--- config.mk ---
export PLATFORM = sky130hd
export DESIGN_NAME = rvsteel_wdt
export DESIGN_NICKNAME = d
export VERILOG_FILES = /design/src/rtl/rvsteel_wdt.sv
export SDC_FILE = /design/constraint.sdc
export NUM_CORES = 1
export LEC_CHECK = 0
export CAP_MARGIN = 20
export CORE_MARGIN = 2
export CORE_UTILIZATION = 54
export CTS_CLUSTER_DIAMETER = 50
export DETAILED_ROUTE_END_ITERATION = 7
export PLACE_DENSITY = 0.88
export SYNTH_ARGS = -nofsm -noshare
export SYNTH_HDL_FRONTEND = slang
export SYNTH_SLANG_ARGS = --single-unit
--- constraint.sdc ---
create_clock -name clock -period 2.94 [get_ports clock]
set_clock_uncertainty 0.1 [all_clocks]
set_input_delay 0.441 -clock clock [delete_from_list [all_inputs] [get_ports clock]]
set_output_delay 0.441 -clock clock [all_outputs]
set_load 0.03 [all_outputs]
--- src/rtl/rvsteel_wdt.sv ---
// Watchdog timer peripheral: a down-counter reloaded by a keyed kick.
// The first expiry raises a level bark interrupt; a second expiry while the bark is pending requests a system reset pulse.
module rvsteel_wdt #(
  parameter logic [31:0] DEFAULT_TIMEOUT    = 32'h00FF_FFFF,
  parameter int          RESET_PULSE_CYCLES = 16,
  parameter logic [31:0] KICK_KEY           = 32'h5A5A_5A5A
) (
  input  logic        clock,
  input  logic        reset,
  input  logic [4:0]  rw_address,
  output logic [31:0] read_data,
  input  logic        read_request,
  output logic        read_response,
  input  logic [31:0] write_data,
  input  logic [3:0]  write_strobe,
  input  logic        write_request,
  output logic        write_response,
  output logic        irq,
  output logic        wdt_reset_request
);

  localparam logic [2:0] ADDR_CTRL   = 3'd0;
  localparam logic [2:0] ADDR_LOAD   = 3'd1;
  localparam logic [2:0] ADDR_COUNT  = 3'd2;
  localparam logic [2:0] ADDR_KICK   = 3'd3;
  localparam logic [2:0] ADDR_STATUS = 3'd4;

  logic [2:0]  ctrl_reg, ctrl_next;
  logic [31:0] load_reg, load_next;
  logic [31:0] count_reg, count_next;
  logic        bark_reg, bark_next;
  logic        bite_reg, bite_next;
  logic [7:0]  pulse_reg, pulse_next;
  logic [31:0] read_data_reg, read_data_next;
  logic        read_response_reg;
  logic        write_response_reg;

  logic [2:0]  word_addr;
  logic        unused_addr_bits;
  logic        wr_ctrl, wr_load, wr_kick, wr_status;
  logic        kick, en_rise, reload, expiry;

  assign word_addr        = rw_address[4:2];
  assign unused_addr_bits = ^rw_address[1:0];

  assign wr_ctrl   = write_request && (word_addr == ADDR_CTRL);
  assign wr_load   = write_request && (word_addr == ADDR_LOAD);
  assign wr_kick   = write_request && (word_addr == ADDR_KICK);
  assign wr_status = write_request && (word_addr == ADDR_STATUS);

  assign kick    = wr_kick && (write_strobe == 4'b1111) && (write_data == KICK_KEY);
  assign en_rise = wr_ctrl && write_strobe[0] && write_data[0] && !ctrl_reg[0];
  assign reload  = kick || en_rise;
  // A reload in the same cycle suppresses the expiry entirely.
  assign expiry  = ctrl_reg[0] && (count_reg == 32'd0) && !reload;

  always_comb begin
    ctrl_next = ctrl_reg;
    if (wr_ctrl && write_strobe[0]) begin
      ctrl_next = write_data[2:0];
    end
  end

  generate
    for (genvar gi = 0; gi < 4; gi++) begin : g_load_byte
      assign load_next[gi*8 +: 8] = (wr_load && write_strobe[gi]) ?
                                    write_data[gi*8 +: 8] : load_reg[gi*8 +: 8];
    end
  endgenerate

  always_comb begin
    count_next = count_reg;
    if (reload || expiry) begin
      count_next = load_reg;
    end else if (ctrl_reg[0] && (count_reg != 32'd0)) begin
      count_next = count_reg - 32'd1;
    end
  end

  // Software clears first; the expiry, judged on the pre-write BARK, overrides.
  always_comb begin
    bark_next  = bark_reg;
    bite_next  = bite_reg;
    pulse_next = (pulse_reg != 8'd0) ? pulse_reg - 8'd1 : 8'd0;
    if (wr_status && write_strobe[0]) begin
      bark_next = bark_reg & ~write_data[0];
      bite_next = bite_reg & ~write_data[1];
    end
    if (expiry) begin
      if (bark_reg) begin
        bite_next = 1'b1;
        bark_next = 1'b0;
        if (ctrl_reg[2]) begin
          pulse_next = 8'(RESET_PULSE_CYCLES);
        end
      end else begin
        bark_next = 1'b1;
      end
    end
  end

  always_comb begin
    read_data_next = 32'd0;
    if (read_request) begin
      case (word_addr)
        ADDR_CTRL:   read_data_next = {29'd0, ctrl_reg};
        ADDR_LOAD:   read_data_next = load_reg;
        ADDR_COUNT:  read_data_next = count_reg;
        ADDR_STATUS: read_data_next = {30'd0, bite_reg, bark_reg};
        default:     read_data_next = 32'd0;
      endcase
    end
  end

  always_ff @(posedge clock) begin
    if (reset) begin
      ctrl_reg           <= 3'd0;
      load_reg           <= DEFAULT_TIMEOUT;
      count_reg          <= DEFAULT_TIMEOUT;
      bark_reg           <= 1'b0;
      bite_reg           <= 1'b0;
      pulse_reg          <= 8'd0;
      read_data_reg      <= 32'd0;
      read_response_reg  <= 1'b0;
      write_response_reg <= 1'b0;
    end else begin
      ctrl_reg           <= ctrl_next;
      load_reg           <= load_next;
      count_reg          <= count_next;
      bark_reg           <= bark_next;
      bite_reg           <= bite_next;
      pulse_reg          <= pulse_next;
      read_data_reg      <= read_data_next;
      read_response_reg  <= read_request;
      write_response_reg <= write_request;
    end
  end

  assign read_data         = read_data_reg;
  assign read_response     = read_response_reg;
  assign write_response    = write_response_reg;
  assign irq               = bark_reg & ctrl_reg[1];
  assign wdt_reset_request = (pulse_reg != 8'd0);

endmodule

After elaboration in Yosys (flattened, before gate mapping)
Index checks and enable logic that the tools add are counted.
{"block": "classes", "n_addsub": 2, "eq_ne": 6, "mux": 13, "n_bitwise": 6, "n_reduce_logical": 28}
{"op": "case mux 32 bit (4 select lines)", "n": 1}
{"op": "2-to-1 mux 32 bit", "n": 2}
{"op": "equality test 32 x 31 -> 1 bit, second input constant", "n": 1}
{"op": "zero test 32 bit", "n": 1}
{"op": "2-to-1 mux 8 bit", "n": 4}
{"op": "nonzero test 32 bit", "n": 1}
{"op": "subtractor 32 x 1 -> 32 bit, second input constant", "n": 1}
{"op": "logical AND 1 bit", "n": 17}
{"op": "nonzero test 8 bit", "n": 1}
{"op": "subtractor 8 x 1 -> 8 bit, second input constant", "n": 1}
{"op": "equality test 3 x 2 -> 1 bit, second input constant", "n": 2}
{"op": "2-to-1 mux 1 bit", "n": 6}
{"op": "equality test 4 bit, second input constant", "n": 1}
{"op": "nonzero test 2 bit", "n": 2}
{"op": "bitwise AND 1 bit", "n": 3}
{"op": "equality test 3 x 1 -> 1 bit, second input constant", "n": 1}
{"op": "equality test 3 bit, second input constant", "n": 1}
{"op": "zero test 3 bit", "n": 1}
{"op": "NOT 1 bit", "n": 3}
{"op": "zero test 1 bit", "n": 2}
{"op": "logical OR 1 bit", "n": 2}
{"op": "OR reduction 2 bit", "n": 1}
{"block": "word_totals", "ff_bits": 111, "inputBits": 45, "output_inout_bits": 36, "wordCells": 67}

Depth between registers and ports, before layout
Gate-level depths: netlist of run 1.
{"block": "logic_depth", "ltp_word": 10, "ltp_mapped": 11, "mapped_depth_nobuf": 8}

Worst setup path before layout of run 1
Ideal clock, no wire load.
{"block": "synth_path", "kind": "reg-to-reg", "from": "reg count_reg[24]", "to": "reg count_reg[7]", "setup_time_ps": 120, "arrival_ps": 2388, "required_time_ps": 2720, "setup_slack_ps": 333, "stages_incl_launch_ff": 10, "n_path_buf": 3, "period_less_slack_ps": 2607, "path_cell_list": "dfxtp_1 or4_4 or3_4 or4b_4 buf_6 nand3_2 buf_6 buf_4 a31oi_1 o31a_1"}
{"block": "synth_via", "elab_chain_cells": 5, "elab_cells_between_ends": 8, "classes_between": "mux (1); reduce/logical (7)"}
{"item": "from (decl)", "line": "30", "text": "logic [31:0] count_reg, count_next;"}
{"item": "from (signal assigned)", "line": "129", "text": "count_reg <= count_next;"}
{"item": "zero test 32 bit", "line": "55", "text": "assign expiry = ctrl_reg[0] && (count_reg == 32'd0) && !reload;"}
{"item": "logical AND 1 bit (2 in a row)", "line": "55"}
{"item": "logical OR 1 bit", "line": "73", "text": "if (reload || expiry) begin"}
{"item": "2-to-1 mux 32 bit / nonzero test 2 bit (equally long branches)"}
Several ways; a longest one is shown, not always the timed one.
A chain may end at the register's enable or synchronous reset.

Worst setup path in the final report of run 1
{"block": "layout_path", "from": "reg count_reg[24]", "to": "reg count_reg[16]"}
Same word-level chain as after synthesis.

==> run_results.csv, run 1 <==
group,metric,value,unit
synth,yosys_warnings,0,
setup_path,timing.critical_path.cells,"or4_4 > or3_4 > or4b_4 > nand3_2 > buf_12 > nor4_1 > nor4_1",
drt,dr_total_vias,5440,
drt,drt-vias-per-instance,6.20,
setup_path,critical_path.n_buffers_inverters,1,
pwr,cellPowerDensity,469,nW/um^2
clock_network,cts.htree.levels,3,
final_layout,num_antenna_cells,0,
sta,layout_worst_path_cycle_share,95.1,%
placement,gp_congestion,0.964,
floorplanning,rows,35,
synth,post-synth-top-count-cell,"sky130_fd_sc_hd__dfxtp_1",
clock_network,reg_clk_slew_reported_paths,0.11,ns
sta,setup_viol,0,
setup_path,regToRegStartpoint,"count_reg[24]$_SDFFE_PP0P_",
floorplanning,die_h,102,um
outcome,status,"completed",
clock_network,numCtsBuffers,9,
final_layout,finalInstanceArea,6770,um^2
pwr,vdd.ir_drop.worst,0.000477,V
setup_path,critical_path.top_delay_family,"simple AND/OR/NAND/NOR gates",
clock_network,cts.sinks,111,
synth,post-synth-top-area-fraction,42.8,%
synth,synth.yosys.seq_area_share,42.8,%
drt,detail_route.wl_per_cell,18.9,um
global_route,grt_first_pass_wirelength,26300,um
setup_path,r2r.worst_path.cells,7,
min_path,min-delay-start,"pulse_reg[0]$_SDFF_PP0_",
sta,grt_setup_unrepaired,"no",
clock_network,postCtsSetupBuffers,0,
setup_path,critical_path.slowest_cell,"sky130_fd_sc_hd__or4_4",
clock_network,cts_root_buffer,"sky130_fd_sc_hd__clkbuf_8",
clock_network,cts_buffer_depth,2,
final_layout,fillcell_total,707,
floorplanning,initial_utilization,55.9,%
synth,synth_area_leader_cell,"sky130_fd_sc_hd__dfxtp_1",
sta,finalHoldViolCount,0,
setup_path,path_common_cell,"sky130_fd_sc_hd__nor4_1",
final_layout,design.final.nets,792,
setup_path,regToRegEndpoint,"count_reg[16]$_SDFFE_PP1P_",
placement,placement.io_buffers,78,
global_route,via_count_of_the_first_global_routing_pass,5223,
synth,synthDistinctLibCells,66,
global_route,grt.total_usage,32.6,%
placement,postPlaceCellArea,6540,um^2
clock_network,tritoncts,"built",
synth,async_flop_share,0,%
synth,synth-seq-cells,111,
setup_path,worst_ep_arrival_time,2.97,ns
synth,synth_net_count,673,
setup_path,worstSetupPathDepth,7,
setup_path,crit_path_end_kind,"register",
min_path,hold_path.class,"register to register",
drt,detail_route.first_pass.iterations,5,
pwr,static-leakage-power,2.60,nW
global_route,grt_remaining_overflow,0,
min_path,hold-path-endpoint,"pulse_reg[0]$_SDFF_PP0_",
floorplanning,top_level_ports,81,
sta,drv_slew,0,
clock_network,hold_buffers,0,
synth,synth-edff-count,0,
sta,final_layout_setup_total_negative_slack,0,ns
global_route,antenna_found_initial,0,
drt,first_iter_violations,416,
min_path,hold-path-cell-count,1,
synth,synth.cells.most_frequent,"sky130_fd_sc_hd__dfxtp_1 (111), sky130_fd_sc_hd__nor2_1 (78), sky130_fd_sc_hd__nand2_1 (68), sky130_fd_sc_hd__clkbuf_1 (37), sky130_fd_sc_hd__nand3_1 (34)",
synth,synth.top_cells.by_area,"sky130_fd_sc_hd__dfxtp_1 (43%), sky130_fd_sc_hd__nor2_1 (5.6%), sky130_fd_sc_hd__nand2_1 (4.9%)",
setup_path,slowest_delay,0.57,ns
drt,route.detailed.drc,0,
sta,worst_pin_slew,0.875,ns
setup_path,critical_path_peak_fanout,18,
job,timing.max_cap.violations,0,
final_layout,post_route_cells_drive_above_1_share,15.0,%
drt,postRouteAntennaNets,0,
setup_path,timing.critical_path.required,3.11,ns
drt,routed_wirelength,16600,um
setup_path,path_class,"register to register",
sta,max_clock_freq,358,MHz
floorplanning,floorplan.die.width,102,um
setup_path,cp-start-kind,"register",
floorplanning,die-area,10400,um^2
synth,synthesis.area,5190,um^2
global_route,grt_max_degree,47,
synth,synth-main-ff-cell,"sky130_fd_sc_hd__dfxtp_1",
placement,hpwl,12000,um
synth,syn_inst,625,
final_layout,syn_to_final_growth,30.5,%
setup_path,setup.reg_to_reg.worst_slack,0.14,ns
floorplanning,core-area,9280,um^2
sta,slew-limit-headroom,41.7,%
synth,syn_area_per_cell,8.30,um^2
sta,post-route-min-period,2.80,ns
clock_network,clk-insertion-delay-late,0.38,ns
how the worst max path moves through the flow:
| stage | slack (ns) | to | from |
|---|---|---|---|
| 5_1_grt | 0.05 | count_reg[16]$_SDFFE_PP1P_ | count_reg[13]$_SDFFE_PP1P_ |
| 3_5_place_dp | -0.16 | count_reg[16]$_SDFFE_PP1P_ | write_data[13] |
| 3_3_place_gp | -0.11 | count_reg[16]$_SDFFE_PP1P_ | write_data[13] |
| 2_1_floorplan | 0.33 | count_reg[7]$_SDFFE_PP1P_ | count_reg[24]$_SDFFE_PP0P_ |
| 4_1_cts | 0.03 | count_reg[16]$_SDFFE_PP1P_ | count_reg[13]$_SDFFE_PP1P_ |
| 6_report | 0.14 | count_reg[16]$_SDFFE_PP1P_ | count_reg[24]$_SDFFE_PP0P_ |
per-stage QoR:
step / std cells / util, % / setup WS, ns / power (W) / hold slack, ns
floorplan: 625 / - / 0.333 / 0.00204 / 0.313
global placement: 862 / 70.4 / -0.108 / 0.00224 / 0.324
global route: 878 / 73.0 / 0.0490 / 0.00331 / 0.364
detailed placement: 862 / 70.4 / -0.163 / 0.00227 / 0.329
CTS: 878 / 72.6 / 0.0338 / 0.00317 / 0.346
finish: 878 / 73.0 / 0.145 / 0.00318 / 0.343
area by class of cell:
| type | instances | area [um^2] | area share [%] |
|---|---|---|---|
| tap | 129 | 161 | 2.38 |
| multi-input combinational | 459 | 2790 | 41.2 |
| inverter | 10 | 37.5 | 0.554 |
| timing repair buffer | 153 | 1360 | 20.1 |
| clock buffer | 12 | 165 | 2.44 |
| clock inverter | 4 | 35.0 | 0.517 |
| sequential | 111 | 2220 | 32.8 |
timing repair:
item / 4_1_cts / 5_1_grt
setup endpoints to repair: 0 / 16
gates resized for setup: 0 / 6
endpoints found under the hold margin: 0 / 0
metal layers:
metal	vias up	GRT usage [%]	share of wire, %
met1	2591	41.5	41
met5	-	0	0
met4	0	14.5	4.2
met2	252	54.1	47
li1	2542	-	-
met3	55	6.09	7.5
power by group:
group / switching, W / total, W / internal (W)
logic: 0.000303 / 0.000578 / 0.000274
registers: 0.0000829 / 0.00167 / 0.00159
clock network: 0.000541 / 0.000931 / 0.000390
total: 0.000928 / 0.00318 / 0.00225
logic make-up (layout without fill, tap and decap cells):
kind of cell	after synthesis	in the layout	share of synthesized area, %
AND/OR/NAND/NOR	310	310	30.7
AO/OA/AOI/OAI	117	117	15.8
flip-flops	111	111	42.8
buffers and inverters	55	179	4.48
multiplexers	22	22	4.24
XOR/XNOR	7	7	1.18
adder cells (fa/ha/maj)	3	3	0.723
layout by cell type (no fill, tap or decap), types with 4 or more instances in the layout:
| master | Yosys | layout |
|---|---|---|
| sky130_fd_sc_hd__nand4b_1 | 5 | 5 |
| sky130_fd_sc_hd__clkbuf_8 | 0 | 12 |
| sky130_fd_sc_hd__nand2_1 | 68 | 68 |
| sky130_fd_sc_hd__dfxtp_1 | 111 | 111 |
| sky130_fd_sc_hd__nor3_2 | 1 | 4 |
| sky130_fd_sc_hd__a21oi_1 | 19 | 19 |
| sky130_fd_sc_hd__nor4_1 | 27 | 25 |
| sky130_fd_sc_hd__or3_1 | 9 | 8 |
| sky130_fd_sc_hd__o21ai_0 | 12 | 12 |
| sky130_fd_sc_hd__a31oi_1 | 8 | 8 |
| sky130_fd_sc_hd__o22ai_1 | 9 | 9 |
| sky130_fd_sc_hd__inv_1 | 8 | 8 |
| sky130_fd_sc_hd__xnor2_1 | 4 | 4 |
| sky130_fd_sc_hd__nor2b_1 | 4 | 4 |
| sky130_fd_sc_hd__clkdlybuf4s50_1 | 0 | 77 |
| sky130_fd_sc_hd__nand3_1 | 34 | 34 |
| sky130_fd_sc_hd__buf_4 | 2 | 73 |
| sky130_fd_sc_hd__mux2i_1 | 22 | 22 |
| sky130_fd_sc_hd__a221oi_1 | 5 | 5 |
| sky130_fd_sc_hd__nor2_1 | 78 | 78 |
| sky130_fd_sc_hd__and4_1 | 4 | 4 |
| sky130_fd_sc_hd__o311ai_0 | 5 | 5 |
| sky130_fd_sc_hd__or4_1 | 5 | 5 |
| sky130_fd_sc_hd__nand4_1 | 11 | 11 |
| sky130_fd_sc_hd__and3_1 | 11 | 11 |
| sky130_fd_sc_hd__a22oi_1 | 32 | 32 |
| sky130_fd_sc_hd__nor3_1 | 31 | 28 |
Power figures use the tool's default switching activity.
==> inputs of run 2 (changes only) <==
- MAX_ROUTING_LAYER: not set -> met4
==> run 2 against run 1 <==
Register-to-register slack hardly changed. Critical path depth rose by 2. Combinational power rose by 0.9%. Flip-flop and latch count is the same. Largest power group unchanged.
==> run_results.csv, run 2 (same netlist as run 1, synthesis figures left out) <==
group,metric,value,unit
sta,post-route-min-period,2.79,ns
setup_path,slowest_delay,0.61,ns
global_route,via_count_of_the_first_global_routing_pass,5179,
global_route,antenna_found_initial,0,
setup_path,critical_path.n_buffers_inverters,2,
setup_path,critical_path_peak_fanout,10,
placement,hpwl,12100,um
clock_network,cts.htree.levels,3,
final_layout,layout.cells.non_filler,879,
placement,placed_cells_incl_taps,864,
drt,postRouteAntennaNets,0,
min_path,hold-path-endpoint,"pulse_reg[0]$_SDFF_PP0_",
setup_path,regToRegStartpoint,"count_reg[0]$_SDFFE_PP1P_",
setup_path,critical_path.slowest_cell,"sky130_fd_sc_hd__or4b_4",
setup_path,r2r.worst_path.cells,9,
drt,dr_total_vias,5533,
global_route,grt_first_pass_wirelength,26600,um
final_layout,syn_to_final_growth,30.7,%
global_route,grt.total_usage,33.7,%
final_layout,mostFrequentLayoutCell,"sky130_fd_sc_hd__dfxtp_1",
pwr,vdd.ir_drop.worst,0.000449,V
min_path,hold-path-cell-count,1,
sta,max_clock_freq,358,MHz
setup_path,timing.critical_path.required,3.12,ns
clock_network,hold_buffers,0,
pwr,static-leakage-power,2.61,nW
placement,postPlaceCellArea,6540,um^2
setup_path,crit_path_end_kind,"register",
setup_path,path_common_cell,"sky130_fd_sc_hd__nor4_1",
min_path,hold_path.class,"register to register",
clock_network,cts.sinks,111,
global_route,grt_remaining_overflow,0,
drt,route.detailed.drc,0,
clock_network,numCtsBuffers,9,
final_layout,fillcell_total,745,
clock_network,postCtsSetupBuffers,0,
drt,first_iter_violations,367,
clock_network,cts_buffer_depth,2,
final_layout,seqCellArea,2220,um^2
sta,worst_hold_slack,0.353,ns
drt,detail_route.first_pass.iterations,6,
drt,routed_wirelength,16600,um
clock_network,cts_root_buffer,"sky130_fd_sc_hd__clkbuf_8",
clock_network,reg_clk_slew_reported_paths,0.11,ns
outcome,status,"completed",
setup_path,cp-start-kind,"register",
clock_network,cts_resized,0,
floorplanning,floorplan.die.width,102,um
sta,grt_setup_unrepaired,"no",
setup_path,critical_path.top_delay_family,"simple AND/OR/NAND/NOR gates",
drt,detail_route.wl_per_cell,18.9,um
setup_path,regToRegEndpoint,"count_reg[16]$_SDFFE_PP1P_",
sta,layout_worst_path_cycle_share,95.1,%
setup_path,timing.critical_path.cells,"inv_1 > ha_1 > nor4b_4 > nand4_1 > or4b_4 > nand3_2 > buf_4 > nor4_1 > nor4_1",
floorplanning,top_level_ports,81,
setup_path,setup.reg_to_reg.worst_slack,0.15,ns
floorplanning,initial_utilization,55.9,%
final_layout,finalInstanceArea,6780,um^2
sta,finalHoldViolCount,0,
drt,drt-vias-per-instance,6.29,
job,timing.max_cap.violations,0,
pwr,cellPowerDensity,474,nW/um^2
sta,slew-limit-headroom,40.1,%
sta,setup_viol,0,
global_route,grt_max_degree,47,
final_layout,fin_util,73.0,%
final_layout,top_library_cells_by_usage_in_the_layout_fill_and_taps_aside,"sky130_fd_sc_hd__dfxtp_1 (111), sky130_fd_sc_hd__nor2_1 (78), sky130_fd_sc_hd__clkdlybuf4s50_1 (77), sky130_fd_sc_hd__buf_4 (76), sky130_fd_sc_hd__nand2_1 (68)",
placement,gp_congestion,0.980,
setup_path,path_class,"register to register",
min_path,min-delay-start,"pulse_reg[0]$_SDFF_PP0_",
placement,placement.io_buffers,78,
floorplanning,die_h,102,um
floorplanning,die-area,10400,um^2
final_layout,design.final.nets,794,
sta,drv_slew,0,
final_layout,num_antenna_cells,0,
final_layout,post_route_cells_drive_above_1_share,15.1,%
clock_network,tritoncts,"built",
floorplanning,core-area,9280,um^2
sta,worst_pin_slew,0.898,ns
final_layout,multi_input_area,2790,um^2
floorplanning,rows,35,
clock_network,clk-insertion-delay-late,0.39,ns
setup_path,worst_ep_arrival_time,2.98,ns
## run 2: routing by layer
metal	wire, um	track usage (%)	share of wire [%]
met1	6750	42.5	41
met2	7910	54.3	48
met3	1530	5.61	9.2
met4	448	13.2	2.7
met5	0	-	0
## run 2: area by class of cell
type | instances | area share, %
Clock inverter | 5 | 0.996
Timing Repair Buffer | 155 | 20.2
Clock buffer | 10 | 2.03
Tap cell | 129 | 2.38
Sequential cell | 111 | 32.8
Multi-Input combinational cell | 459 | 41.1
Inverter | 10 | 0.554
## run 2: how the worst max path moves through the flow
| stage | startpoint | end | slack, ns | cells after the start |
|---|---|---|---|---|
| 2_1_floorplan | count_reg[24]$_SDFFE_PP0P_ | count_reg[7]$_SDFFE_PP1P_ | 0.33 | 9 |
| 4_1_cts | count_reg[0]$_SDFFE_PP1P_ | count_reg[20]$_SDFFE_PP1P_ | 0.08 | 10 |
| 3_3_place_gp | write_data[13] | count_reg[16]$_SDFFE_PP1P_ | -0.13 | 8 |
| 3_5_place_dp | write_data[13] | count_reg[16]$_SDFFE_PP1P_ | -0.19 | 8 |
| 5_1_grt | count_reg[0]$_SDFFE_PP1P_ | count_reg[16]$_SDFFE_PP1P_ | 0.005 | 9 |
| 6_report | count_reg[0]$_SDFFE_PP1P_ | count_reg[16]$_SDFFE_PP1P_ | 0.15 | 9 |
## run 2: metrics by stage
step | setup TNS [ns] | worst slack, ns | total power, W
floorplan | 0 | 0.333 | 0.00204
global placement | -1.26 | -0.129 | 0.00224
detailed placement | -1.91 | -0.189 | 0.00227
CTS | 0 | 0.0826 | 0.00320
global route | 0 | 0.00478 | 0.00334
finish | 0 | 0.145 | 0.00321
## run 2: worst reg2reg max path: cells and delay by family, from the launching register on
kind / cells / cell delay [ns]
fa+ha+maj: 1 / 0.23
buf+inv: 2 / 0.33
simple gates: 6 / 1.69
flops: 1 / 0.36
## run 2: report_power, final
group          switching (W)  internal [W]
sequential         0.0000849       0.00159
combinational       0.000309      0.000274
clock               0.000534      0.000423
total               0.000928       0.00228
==> inputs of run 3 (changes only) <==
- HOLD_SLACK_MARGIN: not set -> 0.05
- RECOVER_POWER: not set -> 50
==> run 3 against run 2 <==
Critical path depth stayed put. Flip-flop and latch count unchanged. Combinational power decreased by 1%. Non-clock buffer count did not move. Sequential power hardly changed. Die area unchanged. First-iteration DRC count up 12%.
==> run_results.csv, run 3 (same netlist as run 1, synthesis figures left out) <==
group,metric,value,unit
job,timing.max_cap.violations,0,
pwr,cellPowerDensity,474,nW/um^2
clock_network,cts.sinks,111,
drt,dr_total_vias,5491,
sta,layout_worst_path_cycle_share,94.7,%
pwr,vdd.ir_drop.worst,0.000448,V
floorplanning,rows,35,
global_route,via_count_of_the_first_global_routing_pass,5179,
pwr,switching_share,28.9,%
global_route,grt_remaining_overflow,0,
clock_network,cts.htree.levels,3,
final_layout,mostFrequentLayoutCell,"sky130_fd_sc_hd__dfxtp_1",
clock_network,hold_buffers,0,
sta,grt_setup_unrepaired,"no",
pwr,clockPowerShare,29.9,%
sta,post-route-min-period,2.78,ns
clock_network,clk-insertion-delay-late,0.38,ns
final_layout,syn_to_final_growth,30.2,%
clock_network,postCtsSetupBuffers,0,
setup_path,cp-start-kind,"register",
sta,max_clock_freq,359,MHz
placement,hpwl,12100,um
setup_path,timing.critical_path.required,3.12,ns
final_layout,top_library_cells_by_usage_in_the_layout_fill_and_taps_aside,"sky130_fd_sc_hd__dfxtp_1 (111), sky130_fd_sc_hd__nor2_1 (78), sky130_fd_sc_hd__buf_4 (72), sky130_fd_sc_hd__nand2_1 (68), sky130_fd_sc_hd__clkdlybuf4s50_1 (40)",
setup_path,worst_ep_arrival_time,2.96,ns
sta,finalHoldViolCount,0,
sta,slew-limit-headroom,40.3,%
global_route,grt_first_pass_wirelength,26600,um
drt,routed_wirelength,16600,um
sta,setup_viol,0,
drt,postRouteAntennaNets,0,
clock_network,cts_buffer_depth,2,
sta,drv_slew,0,
drt,route.detailed.drc,0,
pwr,intPower,0.00228,W
floorplanning,core-area,9280,um^2
setup_path,path_class,"register to register",
clock_network,cts_resized,0,
global_route,antenna_found_initial,0,
min_path,hold_path.class,"register to register",
drt,detail_route.first_pass.iterations,5,
floorplanning,initial_utilization,55.9,%
final_layout,num_antenna_cells,0,
floorplanning,die_h,102,um
sta,final_layout_setup_total_negative_slack,0,ns
drt,detail_route.wl_per_cell,18.9,um
floorplanning,floorplan.die.width,102,um
floorplanning,top_level_ports,81,
pwr,switching_pwr,0.000926,W
placement,gp_congestion,0.980,
final_layout,design.final.nets,794,
setup_path,critical_path_peak_fanout,10,
drt,drt-vias-per-instance,6.25,
floorplanning,die-area,10400,um^2
clock_network,tritoncts,"built",
pwr,static-leakage-power,2.71,nW
final_layout,fin_util,72.8,%
clock_network,reg_clk_slew_reported_paths,0.11,ns
setup_path,crit_path_end_kind,"register",
drt,first_iter_violations,410,
global_route,grt.total_usage,33.7,%
placement,placement.io_buffers,78,
final_layout,post_route_cells_drive_above_1_share,14.4,%
global_route,grt_max_degree,47,
sta,worst_pin_slew,0.894,ns
pwr,share_comb_of_total_power,18.0,%
sta,worst_hold_slack,0.353,ns
clock_network,cts_root_buffer,"sky130_fd_sc_hd__clkbuf_8",
clock_network,numCtsBuffers,9,
outcome,status,"completed",
pwr,pwr-share-seq,52.2,%
## run 3: cell count changes in the layout (fill, tap and decap cells not counted), sizes merged
cell,delta
buf,-4
dlygate4sd3,+37
clkbuf,+4
clkdlybuf4s50,-37
## run 3: through the flow
stage,cells,setup slack [ns],instance area (um^2),power (W)
2_1_floorplan,625,0.333,5190,0.00204
3_3_place_gp,864,-0.129,6540,0.00224
3_5_place_dp,864,-0.189,6540,0.00227
4_1_cts,879,0.0826,6750,0.00320
5_1_grt,879,0.00478,6760,0.00333
6_report,879,0.155,6760,0.00320
## run 3: worst max-delay path: stages (launching register included)
cell,delay (ns)
sky130_fd_sc_hd__dfxtp_1,0.36
sky130_fd_sc_hd__inv_1,0.12
sky130_fd_sc_hd__ha_1,0.22
sky130_fd_sc_hd__nor4b_4,0.29
sky130_fd_sc_hd__nand4_1,0.22
sky130_fd_sc_hd__or4b_4,0.60
sky130_fd_sc_hd__nand3_2,0.17
sky130_fd_sc_hd__buf_4,0.20
sky130_fd_sc_hd__nor4_1,0.06
sky130_fd_sc_hd__nor4_1,0.32
## run 3: layer usage
layer / up-vias / part of all wire, % / track usage [%] / wire length, um
li1: 2542 / - / - / -
met1: 2596 / 41 / 42.5 / 6850
met2: 295 / 47 / 54.3 / 7870
met3: 58 / 8.3 / 5.61 / 1370
met4: 0 / 2.9 / 13.2 / 483
met5: - / 0 / - / 0
## run 3: path summary, 6_finish.rpt
| path | cells after the start | end | start | slack [ns] |
|---|---|---|---|---|
| worst max-delay path | 9 | count_reg[16]$_SDFFE_PP1P_ | count_reg[0]$_SDFFE_PP1P_ | 0.16 |
| worst max register to register | 9 | count_reg[16]$_SDFFE_PP1P_ | count_reg[0]$_SDFFE_PP1P_ | 0.16 |
| worst min register to register | 1 | pulse_reg[0]$_SDFF_PP0_ | pulse_reg[0]$_SDFF_PP0_ | 0.35 |
| worst min-delay path | 1 | pulse_reg[0]$_SDFF_PP0_ | pulse_reg[0]$_SDFF_PP0_ | 0.35 |
## run 3: area by class of cell
type / instances / area (um^2)
multi-input cells: 459 / 2780
fillers: 750 / 2530
flip-flops and latches: 111 / 2220
repair buffers: 155 / 1350
well taps: 129 / 161
clock buffers: 10 / 138
clock inverters: 5 / 67.6
inverters: 10 / 37.5
## run 3: power by group through the flow
stage / clock network, W / registers (W) / logic [W]
floorplan: 0 / 0.00169 / 0.000349
global placement: 0 / 0.00169 / 0.000547
detailed placement: 0 / 0.00170 / 0.000571
CTS: 0.000964 / 0.00167 / 0.000575
global route: 0.00103 / 0.00168 / 0.000626
finish: 0.000956 / 0.00167 / 0.000576
